[config.mk]
export PLATFORM = sky130hd
export DESIGN_NAME = fetch_stage
export DESIGN_NICKNAME = d
export VERILOG_FILES = /design/src/rtl/fetch_stage.sv
export SDC_FILE = /design/constraint.sdc
export NUM_CORES = 1
export LEC_CHECK = 0
export CAP_MARGIN = 40
export CORE_UTILIZATION = 45
export DETAILED_ROUTE_END_ITERATION = 8
export PLACE_DENSITY = 0.89
export SLEW_MARGIN = 20
export SYNTH_ARGS = -nofsm -noshare
export SYNTH_HDL_FRONTEND = slang
export SYNTH_SLANG_ARGS = --single-unit
[constraint.sdc]
create_clock -name i_clk -period 4.6 [get_ports i_clk]
set_input_delay 0.69 -clock i_clk [delete_from_list [all_inputs] [get_ports i_clk]]
set_output_delay 0.69 -clock i_clk [all_outputs]
set_load 0.01 [all_outputs]
[src/rtl/fetch_stage.sv]
// Purpose: RV32I instruction-fetch stage; owns the PC, captures imem data into the IF/ID register.
// Latency: the instruction at o_imem_pc appears on o_id_* one edge later; a redirect target is valid in IF/ID two edges after the redirect.
// Backpressure: i_stall freezes the PC and IF/ID; i_redirect overrides a stall and loads a NOP bubble.
module fetch_stage #(
    parameter logic [31:0] RESET_VEC = 32'h0000_0000,
    parameter logic [31:0] NOP_INSTR = 32'h0000_0013,
    parameter int          CNT_W     = 32
) (
    input  logic             i_clk,
    input  logic             i_rst,
    input  logic             i_stall,
    input  logic             i_redirect,
    input  logic [31:0]      i_redirect_target,
    input  logic [31:0]      i_imem_instr,
    output logic [31:0]      o_imem_pc,
    output logic [31:0]      o_id_pc,
    output logic [31:0]      o_id_pc4,
    output logic [31:0]      o_id_instr,
    output logic             o_id_valid,
    output logic             o_misalign,
    output logic [CNT_W-1:0] o_fetch_cnt,
    output logic [CNT_W-1:0] o_bubble_cnt
);

    // IF/ID pipeline register contents
    typedef struct packed {
        logic [31:0] pc;
        logic [31:0] pc4;
        logic [31:0] instr;
        logic        valid;
    } ifid_t;

    localparam logic [CNT_W-1:0] CNT_ONE = {{(CNT_W-1){1'b0}}, 1'b1};
    localparam ifid_t IFID_BUBBLE = '{pc: 32'h0, pc4: 32'h0, instr: NOP_INSTR, valid: 1'b0};

    logic [31:0]      pc;
    logic [31:0]      pc_plus4;
    ifid_t            ifid;
    logic             misalign;
    logic [CNT_W-1:0] fetch_cnt;
    logic [CNT_W-1:0] bubble_cnt;

    // Sequential PC increment; 32-bit wrap past FFFF_FFFC is intentional.
    assign pc_plus4 = pc + 32'd4;

    // PC, IF/ID and counters: reset > redirect > stall > normal fetch
    always_ff @(posedge i_clk) begin
        if (i_rst) begin
            pc         <= RESET_VEC;
            ifid       <= IFID_BUBBLE;
            misalign   <= 1'b0;
            fetch_cnt  <= '0;
            bubble_cnt <= '0;
        end else if (i_redirect) begin
            // The instruction currently being fetched is squashed, so it is not counted.
            pc         <= {i_redirect_target[31:2], 2'b00};
            ifid       <= IFID_BUBBLE;
            bubble_cnt <= bubble_cnt + CNT_ONE;
            if (i_redirect_target[1:0] != 2'b00) begin
                misalign <= 1'b1;
            end
        end else if (!i_stall) begin
            pc         <= pc_plus4;
            ifid.pc    <= pc;
            ifid.pc4   <= pc_plus4;
            ifid.instr <= i_imem_instr;
            ifid.valid <= 1'b1;
            fetch_cnt  <= fetch_cnt + CNT_ONE;
        end
    end

    assign o_imem_pc    = pc;
    assign o_id_pc      = ifid.pc;
    assign o_id_pc4     = ifid.pc4;
    assign o_id_instr   = ifid.instr;
    assign o_id_valid   = ifid.valid;
    assign o_misalign   = misalign;
    assign o_fetch_cnt  = fetch_cnt;
    assign o_bubble_cnt = bubble_cnt;

endmodule

==> results of run 1 <==
## report_power, final
part	internal, mW	switching (mW)
Sequential	1.67	0.0589
Clock	0.758	0.628
Combinational	0.190	0.158
## critical path, cell delays in order
cell	delay, ns
clkdlybuf4s50_1	0.72
and4_1	0.38
nand3_2	0.15
or4_1	0.64
or3_1	0.36
a21oi_1	0.15
## final timing paths
kind | endpoint | slack [ns] | cells after the start
max reg2reg | o_id_pc4[31] | 1.98 | 5
max | o_bubble_cnt[28] | 1.85 | 6
min reg2reg | o_misalign | 0.45 | 2
min | o_misalign | 0.45 | 2
## cell usage after synthesis (2+ instances only)
master | n | area [um^2]
nor2_1 | 163 | 611.8
xnor2_1 | 47 | 411.6
xor2_1 | 57 | 499.2
nand2b_1 | 2 | 12.51
nor4_1 | 20 | 125.1
or4_1 | 2 | 15.01
a21oi_1 | 48 | 240.2
mux2i_1 | 69 | 690.7
a211oi_1 | 19 | 142.6
buf_1 | 5 | 18.77
nand4_2 | 2 | 25.02
clkbuf_1 | 54 | 202.7
buf_4 | 6 | 45.04
buf_2 | 7 | 35.03
and2_1 | 10 | 62.56
nand3_1 | 33 | 165.2
and4_1 | 12 | 105.1
or3_1 | 8 | 50.05
o21ai_0 | 29 | 145.1
dfxtp_1 | 188 | 3764
o22ai_1 | 2 | 12.51
or2_2 | 2 | 12.51
nor2b_1 | 6 | 37.54
nand4_1 | 38 | 237.7
and3_1 | 8 | 50.05
nand2_1 | 45 | 168.9
nor3_1 | 19 | 95.09
inv_1 | 13 | 48.80
ha_1 | 3 | 37.54
nor4_2 | 3 | 37.54
o21bai_1 | 2 | 15.01
## metal layers
layer	track usage	up-vias	wire length (um)
li1	-	3641	-
met1	0.2941	3506	9733
met2	0.3881	258	10790
met3	0.04820	47	1283
met4	0.1215	0	838
met5	0	-	0
## cells by family (layout without fill, tap and decap cells)
logic type	after synthesis	in the layout	synth area share
fa+ha+maj	3	3	0.004543
xor+xnor	104	104	0.1102
flops	188	188	0.4555
other cells	1	6	0.0004538
mux	70	70	0.08495
compound gates	105	105	0.07193
buf+inv	86	307	0.04285
simple gates	381	381	0.2296
## sequential cells by signal, indices dropped and copies added (netlist names)
name	cells
o_bubble_cnt	32
o_misalign	1
o_imem_pc	30
o_id_pc	30
o_id_instr	32
o_id_valid	1
o_id_pc4	30
o_fetch_cnt	32
## final cells by class
cell class | instances | area share
clock buffers | 21 | 0.03944
repair buffers | 263 | 0.2287
clock inverters | 9 | 0.007997
well taps | 229 | 0.02509
inverters | 14 | 0.004601
multi-input cells | 669 | 0.3646
flip-flops and latches | 188 | 0.3295
## metrics by stage
step                      power, mW    util  instances
after floorplan               1.931       -        943
after global placement        2.106  0.6045       1361
after detailed placement      2.116  0.6056       1363
after CTS                     3.497  0.6358       1393
after global routing          3.597  0.6358       1393
final                         3.465  0.6358       1393
==> results by group, run 1 <==
Outcome
  – Run status: finished clean

Clock network
  – CTS tree: yes
  – H-tree levels: 4
  – Clk_lat worst skew: 0.42 ns
  – CTS clock-pin slew for the worst setup and hold paths: 0.07 ns
  – Root Buffer: clkbuf_16
  – Num Clock Sinks: 188
  – Post-CTS setup buffer count: 0
  – TritonCTS buffer count: 17
  – Gates resized, CTS repair: 0
  – Max clock buf depth: 2
  – Hold buffers post-CTS: 0

Synth
  – Fraction of registers with async set/reset: 0
  – Cells after synthesis: 938
  – Netlist cell types: 47
  – Flops & latches, synth: 188
  – Synth Flop Type: dfxtp_1
  – Warnings from Yosys: 0
  – Mapped Avg Cell Area: 8.809 um^2
  – Post-synth EDFFs: 0
  – Synthesized area: 8263 um^2
  – Seq/Total Area, Yosys: 0.4555

Placement
  – Final HPWL DP: 16120 um
  – GP Congestion: 0.8552
  – Port-buffer cells: 255
  – Place WS: 1.429 ns
  – Placed Area: 10880 um^2

Floorplanning
  – Core area: 17960 um^2
  – Row count: 49
  – Die W: 137.5 um
  – DIE AREA: 18910 um^2
  – Die height: 137.5 um
  – # IOs: 262
  – Initial Util: 0.4600

Cells and area
  – Finished Cell Area: 11420 um^2
  – Area grow syn2layout: 38.22%
  – Ant. Diodes: 0
  – Fillers: 1500
  – Multi-input logic area: 4164 um^2
  – Most common cell after layout, fill and taps aside: clkdlybuf4s50_1
  – Share of cells above drive strength 1: 0.04381
  – Register area: 3764 um^2
  – Commonest cells after routing, fill and taps aside: clkdlybuf4s50_1 (253), dfxtp_1 (188), nor2_1 (163)
  – Nets: 1224

Route
  – Wire per inst: 16.26 um
  – Residual DRC: 0
  – DR pass1 iterations: 5
  – Detailed Route WL: 22640 um
  – Starting DRT DRC Count: 382
  – Antenna Nets Post-Route: 0
  – Routed via count: 7452
  – Vias per inst: 5.350

Timing
  – Final Hold Vio Count: 0
  – Final WS setup: 1.850 ns
  – Fin Hold WS: 0.4513 ns
  – RSZ-0062 raised after global routing: false
  – Final min period: 2.750 ns
  – Slew @ Worst Pin: 0.8354 ns
  – Setup_tns: 0 ns
  – Final Skew: 0.009374 ns
  – Final setup violation count: 0
  – Final Max Tran Viols: 0
  – Fmax: 0.3636 GHz
  – Ratio of final minimum period to clock period: 0.5979
  – Max_slew headroom: 0.4410

Power and ir drop
  – Static leakage: 4.101 nW
  – Pwr Density: 303.4 nW/um^2
  – Peak VDD IR: 0.0002628 V

Min path
  – Min-delay worst type: reg -> reg
  – HP Start: o_misalign

Worst setup path
  – Worst-path fanout max: 10
  – CP startpoint kind: input port
  – Worst setup path start: i_redirect
  – Critical path type: in -> reg
  – Crit end category: register
  – CP required: 4.95 ns
  – Worst reg2reg startpoint: o_imem_pc[4]
  – Worst endpoint data arrival time: 3.10 ns

GRT
  – Overflow after GRT: 0
  – Antenna violations before repair: 0
  – Vias in the first global route: 7014
  – Global-route wire length before repair: 34890 um
  – Largest net degree at the start of global routing: 63
  – Total track usage: 0.2371

Job
  – Number of max-cap violations: 0
Note: power is estimated with default switching activity, not from simulation.
==> run 2, diff against run 1 <==
- CORE_UTILIZATION: 45 -> 42
- PLACE_DENSITY: 0.89 -> 0.87
- clock period: 4.6 -> 2.45 ns (I/O delays scaled with it)
==> results by group, run 2 (same netlist as run 1, synthesis figures left out) <==
GRT
  – Antenna violations before repair: 3 (+3)
  – Overflow after GRT: 0 (unchanged)
  – Met1 Use GR: 0.2911 (-0.002911)
  – Busiest layer in global routing: met2
  – Largest net degree at the start of global routing: 73 (+16%)
  – Met2 GRT Util: 0.3738 (-0.01421)
  – Met3 Use GR: 0.06494 (+0.01674)
  – Global-route wire length before repair: 36780 um (+5.4%)
  – Vias in the first global route: 7184 (+2.4%)
  – Total track usage: 0.2303 (-0.006875)

Timing
  – RSZ-0062 raised after global routing: false
  – Final Skew: 0.01211 ns (+0.002738 ns)
  – Final Hold Vio Count: 0 (unchanged)
  – Final Max Tran Viols: 0 (unchanged)
  – Ratio of final minimum period to clock period: 0.8856
  – Final min period: 2.170 ns
  – Slew @ Worst Pin: 0.5218 ns (-0.3136 ns)
  – Final setup violation count: 0 (unchanged)
  – Fmax: 0.4609 GHz
  – Setup_tns: 0 ns (unchanged)
  – Max_slew headroom: 0.6495 (+0.2084)

Cells and area
  – Share of cells above drive strength 1: 0.06790 (+0.02408)
  – Finished Cell Area: 11750 um^2 (+2.9%)
  – Nets: 1251 (+2.2%)
  – Area grow syn2layout: 42.25%
  – Cell Count, Final, Fillers Out: 1455 (+4.5%)
  – Most common cell after layout, fill and taps aside: clkdlybuf4s50_1
  – Commonest cells after routing, fill and taps aside: clkdlybuf4s50_1 (253), dfxtp_1 (188), nor2_1 (163)
  – Fillers: 1641 (+9.4%)

Floorplanning
  – Die W: 142.3 um (+3.5%)
  – # IOs: 262 (unchanged)
  – Initial Util: 0.4345 (-0.02551)
  – Row count: 50 (+2.0%)
  – Die height: 142.3 um (+3.5%)
  – Core area: 19020 um^2 (+5.9%)
  – DIE AREA: 20240 um^2 (+7.0%)

Worst setup path
  – Worst reg2reg path depth: 5 (unchanged)
  – CP required: 2.79 ns (-2.16 ns)
  – Worst R2R End: o_bubble_cnt[30]
  – CP startpoint kind: register
  – Worst-path fanout max: 9 (-1)
  – Worst R2R Setup Slack: 0.28 ns (-1.70 ns)
  – Worst reg2reg startpoint: o_bubble_cnt[15]
  – Crit end category: register
  – Worst setup path start: o_bubble_cnt[15]
  – Critical path type: reg -> reg
  – Worst endpoint data arrival time: 2.51 ns (-0.59 ns)
  – Crit path to: o_bubble_cnt[30]

Placement
  – Placed Area: 11170 um^2 (+2.6%)
  – Cell count after placement: 1421 (+4.3%)
  – Final HPWL DP: 17160 um (+6.4%)
  – GP Congestion: 0.8613 (+0.71%)
  – Port-buffer cells: 255 (unchanged)

Clock network
  – TritonCTS buffer count: 17 (unchanged)
  – Clk_lat worst skew: 0.42 ns (about the same)
  – Gates resized, CTS repair: 0 (unchanged)
  – Num Clock Sinks: 188 (unchanged)
  – CTS clock-pin slew for the worst setup and hold paths: 0.07 ns (about the same)
  – Root Buffer: clkbuf_16
  – Hold buffers post-CTS: 0 (unchanged)
  – CTS tree: yes
  – Post-CTS setup buffer count: 0 (unchanged)
  – H-tree levels: 4 (unchanged)
  – Max clock buf depth: 2 (unchanged)

Power and ir drop
  – Static leakage: 4.278 nW (+4.3%)
  – Pwr Total: 6.700 mW (+93%)
  – Pwr Density: 570.0 nW/um^2 (+88%)
  – Peak VDD IR: 0.0005596 V (+110%)

Route
  – Starting DRT DRC Count: 392 (+2.6%)
  – Routed via count: 7561 (+1.5%)
  – Residual DRC: 0 (unchanged)
  – Vias per inst: 5.197 (-2.9%)
  – Antenna Nets Post-Route: 0 (unchanged)
  – Detailed Route WL: 23520 um (+3.8%)
  – Wire per inst: 16.16 um (-0.58%)
  – DR pass1 iterations: 6 (+1)

Min path
  – Min-delay worst type: in -> reg

Job
  – Number of max-cap violations: 0 (unchanged)

Outcome
  – Run status: finished clean
-- run 2: final cells by class --
cell class	instances	area [um^2]	share of cell area
Clock inverter	12	136.4	0.01160
Multi-Input combinational cell	669	4164	0.3543
Timing Repair Buffer	290	2860	0.2433
Clock buffer	20	446.7	0.03800
Antenna cell	2	5.005	0.0004258
Sequential cell	188	3764	0.3202
Tap cell	260	325.3	0.02768
Inverter	14	52.55	0.004471
-- run 2: worst min path at each step --
| stage | cells after the start | slack, ns | start | to |
|---|---|---|---|---|
| floorplan | 2 | 0.47 | o_id_valid | o_id_valid |
| global placement | 2 | 0.43 | o_id_valid | o_id_valid |
| detailed placement | 2 | 0.44 | o_misalign | o_misalign |
| CTS | 2 | 0.34 | i_rst | o_fetch_cnt[26] |
| global route | 2 | 0.35 | i_rst | o_fetch_cnt[27] |
| finish | 2 | 0.36 | i_rst | o_fetch_cnt[5] |
-- run 2: layer usage --
| metal | share of wire | vias to the layer above |
|---|---|---|
| li1 | - | 3692 |
| met1 | 0.43 | 3584 |
| met2 | 0.48 | 248 |
| met3 | 0.070 | 37 |
| met4 | 0.023 | 0 |
| met5 | 0 | - |
-- run 2: where the power goes --
part           leakage [nW]  switching (mW)  internal [mW]  total (mW)
clock network         0.277            1.21           1.54        2.76
logic                  2.47           0.334          0.384       0.718
registers              1.53          0.0852           3.14        3.22
total                  4.28            1.63           5.07        6.70
-- run 2: worst max-delay path, stage by stage, from the launching register on --
cell	delay [ns]
dfxtp_1	0.45
and4_4	0.29
nand4_4	0.15
or4_1	0.69
or3_1	0.35
a21oi_1	0.14
-- run 2: per-stage QoR --
step                      hold slack [ns]  setup WS (ns)  utilization
after floorplan                    0.4696         0.4611            -
after global placement             0.4316        0.08563       0.5871
after detailed placement           0.4397        0.06551       0.5871
after CTS                          0.3383         0.3059       0.6178
after global routing               0.3493         0.1320       0.6179
final                              0.3556         0.2804       0.6180
